==> src/rtl/ssd_mux_scheduler.sv <==
// Two-digit seven-segment display multiplexer with a double-buffered value that is only
// committed at frame boundaries, so both digits of one frame always come from the same value.
module ssd_mux_scheduler #(
  parameter int unsigned DWELL_CYCLES = 1000,
  parameter int unsigned BLANK_CYCLES = 8
) (
  input  logic       clk,
  input  logic       rst_n,
  input  logic       ena,
  input  logic       wr_valid,
  input  logic [7:0] wr_data,
  output logic       wr_ready,
  input  logic       lz_blank,
  output logic [7:0] uo_out,
  output logic       frame_done
);

  localparam int unsigned CntBig  = (DWELL_CYCLES > BLANK_CYCLES) ? DWELL_CYCLES : BLANK_CYCLES;
  localparam int unsigned CntSpan = (CntBig < 2) ? 2 : CntBig;
  localparam int unsigned CntW    = $clog2(CntSpan);
  localparam bit          HasBlank = (BLANK_CYCLES != 0);

  localparam logic [CntW-1:0] DwellLast = CntW'(DWELL_CYCLES - 1);
  localparam logic [CntW-1:0] BlankLast = CntW'((BLANK_CYCLES == 0) ? 0 : BLANK_CYCLES - 1);

  typedef enum logic [2:0] {
    StIdle,
    StShowOnes,
    StBlankA,
    StShowTens,
    StBlankB
  } state_e;

  state_e            state_q, state_d;
  logic [CntW-1:0]   cnt_q, cnt_d;
  logic [7:0]        active_q, active_d;
  logic [7:0]        shadow_q, shadow_d;
  logic              pending_q, pending_d;
  logic [7:0]        uo_out_q, uo_out_d;
  logic              frame_done_q, frame_done_d;
  logic              frame_end, commit, accept;

  function automatic logic [6:0] hex_seg(input logic [3:0] v);
    logic [6:0] s;
    unique case (v)
      4'h0: s = 7'h3F;
      4'h1: s = 7'h06;
      4'h2: s = 7'h5B;
      4'h3: s = 7'h4F;
      4'h4: s = 7'h66;
      4'h5: s = 7'h6D;
      4'h6: s = 7'h7D;
      4'h7: s = 7'h07;
      4'h8: s = 7'h7F;
      4'h9: s = 7'h6F;
      4'hA: s = 7'h77;
      4'hB: s = 7'h7C;
      4'hC: s = 7'h39;
      4'hD: s = 7'h5E;
      4'hE: s = 7'h79;
      default: s = 7'h71;
    endcase
    return s;
  endfunction

  always_comb begin
    state_d = state_q;
    cnt_d   = cnt_q;
    unique case (state_q)
      StIdle: begin
        if (ena) begin
          state_d = StShowOnes;
          cnt_d   = '0;
        end
      end
      StShowOnes: begin
        if (cnt_q == DwellLast) begin
          cnt_d   = '0;
          state_d = HasBlank ? StBlankA : StShowTens;
        end else begin
          cnt_d = cnt_q + 1'b1;
        end
      end
      StBlankA: begin
        if (cnt_q == BlankLast) begin
          cnt_d   = '0;
          state_d = StShowTens;
        end else begin
          cnt_d = cnt_q + 1'b1;
        end
      end
      StShowTens: begin
        if (cnt_q == DwellLast) begin
          cnt_d   = '0;
          state_d = HasBlank ? StBlankB : StShowOnes;
        end else begin
          cnt_d = cnt_q + 1'b1;
        end
      end
      StBlankB: begin
        if (cnt_q == BlankLast) begin
          cnt_d   = '0;
          state_d = StShowOnes;
        end else begin
          cnt_d = cnt_q + 1'b1;
        end
      end
      default: begin
        state_d = StIdle;
        cnt_d   = '0;
      end
    endcase
    if (!ena) begin
      state_d = StIdle;
      cnt_d   = '0;
    end
  end

  // Commit only at the frame boundary (or immediately while idle); accept only when the shadow
  // is free, so the two never happen on the same edge.
  always_comb begin
    frame_end = HasBlank ? (state_q == StBlankB && cnt_q == BlankLast)
                         : (state_q == StShowTens && cnt_q == DwellLast);
    commit    = pending_q && (frame_end || state_q == StIdle);
    accept    = wr_valid && !pending_q;
    active_d  = commit ? shadow_q : active_q;
    shadow_d  = accept ? wr_data : shadow_q;
    pending_d = accept || (pending_q && !commit);
  end

  // Outputs are registered from the next state so they switch on the same edge as the state.
  always_comb begin
    uo_out_d = 8'h00;
    unique case (state_d)
      StShowOnes: uo_out_d = {1'b0, hex_seg(active_d[3:0])};
      StShowTens: begin
        if (lz_blank && active_d[7:4] == 4'h0) uo_out_d = 8'h80;
        else                                   uo_out_d = {1'b1, hex_seg(active_d[7:4])};
      end
      StBlankB:   uo_out_d = 8'h80;
      default:    uo_out_d = 8'h00;
    endcase
    frame_done_d = HasBlank ? (state_d == StBlankB && cnt_d == BlankLast)
                            : (state_d == StShowTens && cnt_d == DwellLast);
  end

  always_ff @(posedge clk or negedge rst_n) begin
    if (!rst_n) begin
      state_q      <= StIdle;
      cnt_q        <= '0;
      active_q     <= 8'h00;
      shadow_q     <= 8'h00;
      pending_q    <= 1'b0;
      uo_out_q     <= 8'h00;
      frame_done_q <= 1'b0;
    end else begin
      state_q      <= state_d;
      cnt_q        <= cnt_d;
      active_q     <= active_d;
      shadow_q     <= shadow_d;
      pending_q    <= pending_d;
      uo_out_q     <= uo_out_d;
      frame_done_q <= frame_done_d;
    end
  end

  assign wr_ready   = !pending_q;
  assign uo_out     = uo_out_q;
  assign frame_done = frame_done_q;

endmodule
==> config.mk <==
export PLATFORM = sky130hd
export DESIGN_NAME = ssd_mux_scheduler
export DESIGN_NICKNAME = d
export VERILOG_FILES = /design/src/rtl/ssd_mux_scheduler.sv
export SDC_FILE = /design/constraint.sdc
export NUM_CORES = 1
export LEC_CHECK = 0
export CORE_MARGIN = 8
export CORE_UTILIZATION = 45
export DETAILED_ROUTE_END_ITERATION = 6
export PLACE_DENSITY = 0.72
export SETUP_SLACK_MARGIN = 0.02
export SLEW_MARGIN = 40
export SYNTH_ARGS = -nofsm -noshare
export SYNTH_HDL_FRONTEND = slang
export SYNTH_SLANG_ARGS = --single-unit
export TNS_END_PERCENT = 100
==> constraint.sdc <==
create_clock -name clk -period 7.35 [get_ports clk]
set_input_delay 2.205 -clock clk [delete_from_list [all_inputs] [get_ports clk]]
set_output_delay 2.205 -clock clk [all_outputs]
set_load 0.05 [all_outputs]
Word-level counts from Yosys, hierarchy flattened
Memories as Yosys holds them, arrays and structs flattened.
Index checks and enable logic that the tools add are counted.
Widths: inputs -> output; s select.
{"block": "word_totals", "regBits": 39, "romBits": 224, "inputBits": 13, "output_inout_bits": 10, "elab_cells": 47, "n_memories": 2}
{"block": "classes", "n_addsub": 1, "eq_ne": 10, "muxes": 13, "n_reduce_logical": 14}
{"memory": "(name not given)", "words": 16, "word_bits": 7, "read_ports": 1, "rd_ports_with_merged_regs": 0, "wr": 0, "line": "45", "rtl": "unique case (v)"}
{"memory": "(name not given)", "words": 16, "word_bits": 7, "read_ports": 1, "rd_ports_with_merged_regs": 0, "wr": 0, "line": "45"}
{"op": "$mux 10", "count": 3}
{"op": "$pmux 8 s3", "count": 1}
{"op": "$eq 10x3->1 const B", "count": 2}
{"op": "$pmux 10 s2", "count": 1}
{"op": "$mux 3", "count": 5}
{"op": "$pmux 3 s5", "count": 1}
{"op": "$add 10x1->10 const B", "count": 1}
{"op": "$eq 10x10->1 const B", "count": 1}
{"op": "$eq 3x2->1 const B", "count": 3}
{"op": "$mux 8", "count": 1}
{"op": "$mux 7", "count": 1}
{"op": "$eq 3x1->1 const B", "count": 2}
{"op": "$eq 3x3->1 const B", "count": 2}
{"op": "$logic_and 1x1->1", "count": 6}
{"op": "$logic_not 4->1", "count": 1}
{"op": "$reduce_or 2->1", "count": 2}
{"op": "$logic_not 3->1", "count": 1}
{"op": "$logic_not 1->1", "count": 2}
{"op": "$logic_or 1x1->1", "count": 2}

Depth between registers and ports, before layout
{"block": "depth", "depth_word": 9, "mapped_depth": 12, "mapped_depth_nobuf": 11}

Worst setup path before layout
No wires, ideal clock.
{"block": "synth_path", "path_kind": "input port to flip-flop", "from": "in ena", "to": "reg uo_out_q[0], in the netlist uo_out[0]", "setup_ps": 67, "t_arrival_ps": 3120, "required_ps": 7283, "path_slack_ps": 4162, "path_stages": 5, "path_buffers": 0, "cell_sequence": "nor2b_1 nand4_1 a41o_1 a221oi_1 a32o_1"}
{"block": "synth_between", "elab_chain_cells": 3, "word_cells_on_any_way": 5, "cone_classes": "eq/ne: 3; mux: 2"}
{"item": "start, declared", "line": "9", "rtl": "input logic ena,"}
{"item": "$mux 3 *", "line": "113", "rtl": "if (!ena) begin"}
{"item": "$eq 3x3->1, or another cell as far along", "line": "134", "rtl": "unique case (state_d)"}
{"item": "$pmux 8 s3 *", "line": "134"}
{"item": "via uo_out_d[0]", "line": "39", "rtl": "logic [7:0] uo_out_q, uo_out_d;"}
{"item": "end signal, assigned", "line": "162", "rtl": "uo_out_q <= uo_out_d;"}
{"item": "end, declared", "line": "39"}
The timed path passes the listed nets; every way through them passes the cells marked *.
A chain may end at the register's enable or synchronous reset.

Worst setup path after layout
{"block": "layout_path", "from": "reg pending_q", "to": "out wr_ready"}
{"block": "layout_between", "elab_chain_cells": 1}
{"item": "start, declared", "line": "38", "rtl": "logic pending_q, pending_d;"}
{"item": "start signal, assigned", "line": "161", "rtl": "pending_q <= pending_d;"}
{"item": "$logic_not 1->1", "line": "167", "rtl": "assign wr_ready = !pending_q;"}
{"item": "end, declared", "line": "12", "rtl": "output logic wr_ready,"}
Every way passes these cells.

==> results.sh <==
export IMPL_dieHeight_um=87.97
export IMPL_clock_root_buffer="clkbuf_8"
export IMPL_antenna_found_initial=0
export IMPL_cts_resized=0
export IMPL_cp_max_fo=3
export IMPL_arrival_ps=1600
export IMPL_dp_cells=315
export IMPL_die_x_um=87.97
export IMPL_clk_path_buf_depth=2
export IMPL_max_stage_delay_ps=810
export IMPL_syn_area_um2=2331
export IMPL_leakage_nw=1.198
export IMPL_dieArea_um2=7739
export IMPL_fin_crit_sh=0.5176
export IMPL_reg2reg_slack_ps=4480
export IMPL_path_delay_family="buffers and inverters"
export IMPL_status="complete, no violations"
export IMPL_ys_top_cells_by_area="dfrtp_1, ha_1, mux2_2, mux2i_1, nor2_1"
export IMPL_multiInputGateArea_um2=1271
export IMPL_crit_type="reg -> out"
export IMPL_setup_viol=0
export IMPL_worstHoldStart="cnt_q[0]"
export IMPL_initial_core_util=0.4623
export IMPL_postCtsSetupBuffers=0
export IMPL_syn_avg_cell_area_um2=10.22
export IMPL_coreArea_um2=5042
export IMPL_grt_util_met1=0.1870
export IMPL_fin_area_um2=2729
export IMPL_hold_path_class="reg -> reg"
export IMPL_overflow=0
export IMPL_synth_edff_count=0
export IMPL_worst_slew_pin_slew_ps=606.3
export IMPL_diodes=0
export IMPL_timing_final_crit_period_ps=3804
export IMPL_rows=26
export IMPL_io_pin_count=23
export IMPL_drt_total_wl_um=4630
export IMPL_critPathCaptureType="primary output"
export IMPL_grt_pass1_wl_um=7879
export IMPL_clkLatencyLatePin_ps=290
export IMPL_maxCapViolCount=0
export IMPL_ys_ff_latch=39
export IMPL_setup_tns_ps=0
export IMPL_startpoint_type="register"
export IMPL_rsz0062_at_grt="no"
export IMPL_drv_slew=0
export IMPL_stdcell_count=323
export IMPL_cts_hold_buf=0
export IMPL_worst_path_buf_inv=2
export IMPL_clk_pin_slew_ps=70
export IMPL_critPathSlowestCell="clkdlybuf4s50_1"
export IMPL_whs_path_depth=1
export IMPL_hold_path_endpoint="cnt_q[0]"
export IMPL_path_cells="inv_1 > clkdlybuf4s50_1"
export IMPL_yosys_area_top_type_share=0.4187
export IMPL_met2_usage=0.1799
export IMPL_p_per_area_nw_per_um2=363.5
export IMPL_synth_flop_cell="dfrtp_1"
export IMPL_drc_errors=0
export IMPL_hold_viol=0
export IMPL_dpl_cell_area_um2=2611
export IMPL_reg2reg_depth=10
export IMPL_nets=278
export IMPL_cp_data_required_time_ps=5140
export IMPL_regArea_um2=975.9
export IMPL_cts_buffers=5
export IMPL_h_tree_depth=2
export IMPL_max_slew_margin=0.5950
export IMPL_async_flop_share=1.000
export IMPL_fill_cells=447
export IMPL_vdd_ir_drop_max_v=0.0001585
export IMPL_r2r_start="cnt_q[0]"
export IMPL_yosysTopAreaCell="dfrtp_1"
export IMPL_syn_to_final_growth_pct=17.07
export IMPL_fmax_ghz=0.2629
export IMPL_met3_usage=0.02814
export IMPL_ant_nets=0
export IMPL_vias_per_cell=5.458
export IMPL_yosysSeqAreaShare=0.4187
export IMPL_busiest_layer="met1"
export IMPL_wl_per_cell_um=14.33
export IMPL_grt_max_degree=40
export IMPL_cts_num_sinks=39
export IMPL_syn_inst=228
export IMPL_synth_cell_types=51
export IMPL_drive_above_1_share=0.1146
export IMPL_yosysWarningCount=0
export IMPL_vias=1763
export IMPL_timing_rr_end="uo_out[2]"
export IMPL_grt_usage=0.1303
export IMPL_port_buffers=22
export IMPL_dr_pass1_iters=4
export IMPL_syn_nets=254
export IMPL_cts_tree="built"
export IMPL_grt_pass1_vias=1649
export IMPL_hpwl_um=3364
export IMPL_skew_ps=11.20
export IMPL_gp_congestion=0.9182
export IMPL_first_iter_violations=106
## worst register-to-register path: stages (launching register included)
cell and delay [ps]:
dfrtp_1 410, ha_1 250, and4bb_2 250, nand3_1 100, a21o_4 320, mux2i_1 500, inv_1 160, ha_1 280
nor2_1 160, a22o_1 190, o32ai_1 100
## where the power goes
part | internal [mW] | total [mW] | switching (mW) | leakage (nW)
clock | 0.110 | 0.185 | 0.0749 | 0.0612
combinational | 0.189 | 0.485 | 0.296 | 0.644
sequential | 0.271 | 0.323 | 0.0513 | 0.492
total | 0.570 | 0.992 | 0.422 | 1.20
## cells in the final DEF, fill, tap and decap left out, drive strengths merged, types with 9 or more instances in the layout
master / Yosys / routed
nor2: 24 / 24
mux2: 11 / 11
mux2i: 16 / 16
ha: 13 / 13
nand2: 15 / 15
dfrtp: 39 / 39
nor3: 10 / 10
inv: 12 / 12
nand3: 9 / 9
clkdlybuf4s50: 0 / 21
## Yosys cell counts, drive strengths merged (2+ instances only)
library cell / number
o32ai: 5
nand2: 15
and3: 5
nand3: 9
clkbuf: 3
a221oi: 2
xnor2: 8
a21o: 2
nor3b: 2
inv: 12
o21a: 2
nor3: 10
mux2: 11
nor2: 24
xor2: 5
o21ai: 7
ha: 13
o31ai: 2
buf: 3
dfrtp: 39
a31oi: 3
nor2b: 2
mux2i: 16
a21oi: 7
## worst max path at each step
stage	start	endpoint	slack [ps]	cells past startpoint
CTS	pending_q	wr_ready	3520	2
floorplan	ena	uo_out[0]	4160	5
global route	pending_q	wr_ready	3500	2
finish	pending_q	wr_ready	3550	2
detailed placement	ena	uo_out[0]	3450	6
global placement	ena	uo_out[0]	3490	6
## logic make-up (layout without fill, tap and decap cells)
kind of cell | Yosys count | count (layout) | synth area share
xor+xnor | 13 | 13 | 0.04885
fa+ha+maj | 14 | 14 | 0.07408
buf+inv | 19 | 44 | 0.03596
flops | 39 | 39 | 0.4187
simple gates | 78 | 78 | 0.1669
compound gates | 38 | 38 | 0.1159
mux | 27 | 27 | 0.1396
## flip-flops by register name, indices dropped and copies added (netlist names)
name        cells
shadow_q        8
pending_q       1
cnt_q          10
frame_done      1
uo_out          8
active_q        8
state_q         3
## through the flow
step | hold WS [ps] | power, mW | util | worst slack [ps]
CTS | 509.9 | 0.9942 | 0.5412 | 3523
global route | 552.9 | 1.055 | 0.5412 | 3496
detailed placement | 499.5 | 0.8036 | 0.5179 | 3449
global placement | 489.5 | 0.7945 | 0.5174 | 3487
finish | 502.2 | 0.9920 | 0.5412 | 3546
floorplan | 470.0 | 0.6761 | - | 4162
## layout make-up
cell class / instances / area share
multi-input combinational: 170 / 0.4658
clock inverter: 2 / 0.01284
inverter: 13 / 0.01880
clock buffer: 6 / 0.03026
sequential: 39 / 0.3576
timing repair buffer: 23 / 0.08253
tap: 70 / 0.03210
## metal layers
metal | wire length (µm) | part of all wire | vias up
met1 | 2323 | 0.50 | 846
met3 | 195 | 0.042 | 10
met2 | 2025 | 0.44 | 47
met5 | 0 | 0 | -
met4 | 85 | 0.018 | 0
li1 | - | - | 860
Power figures use the tool's default switching activity.
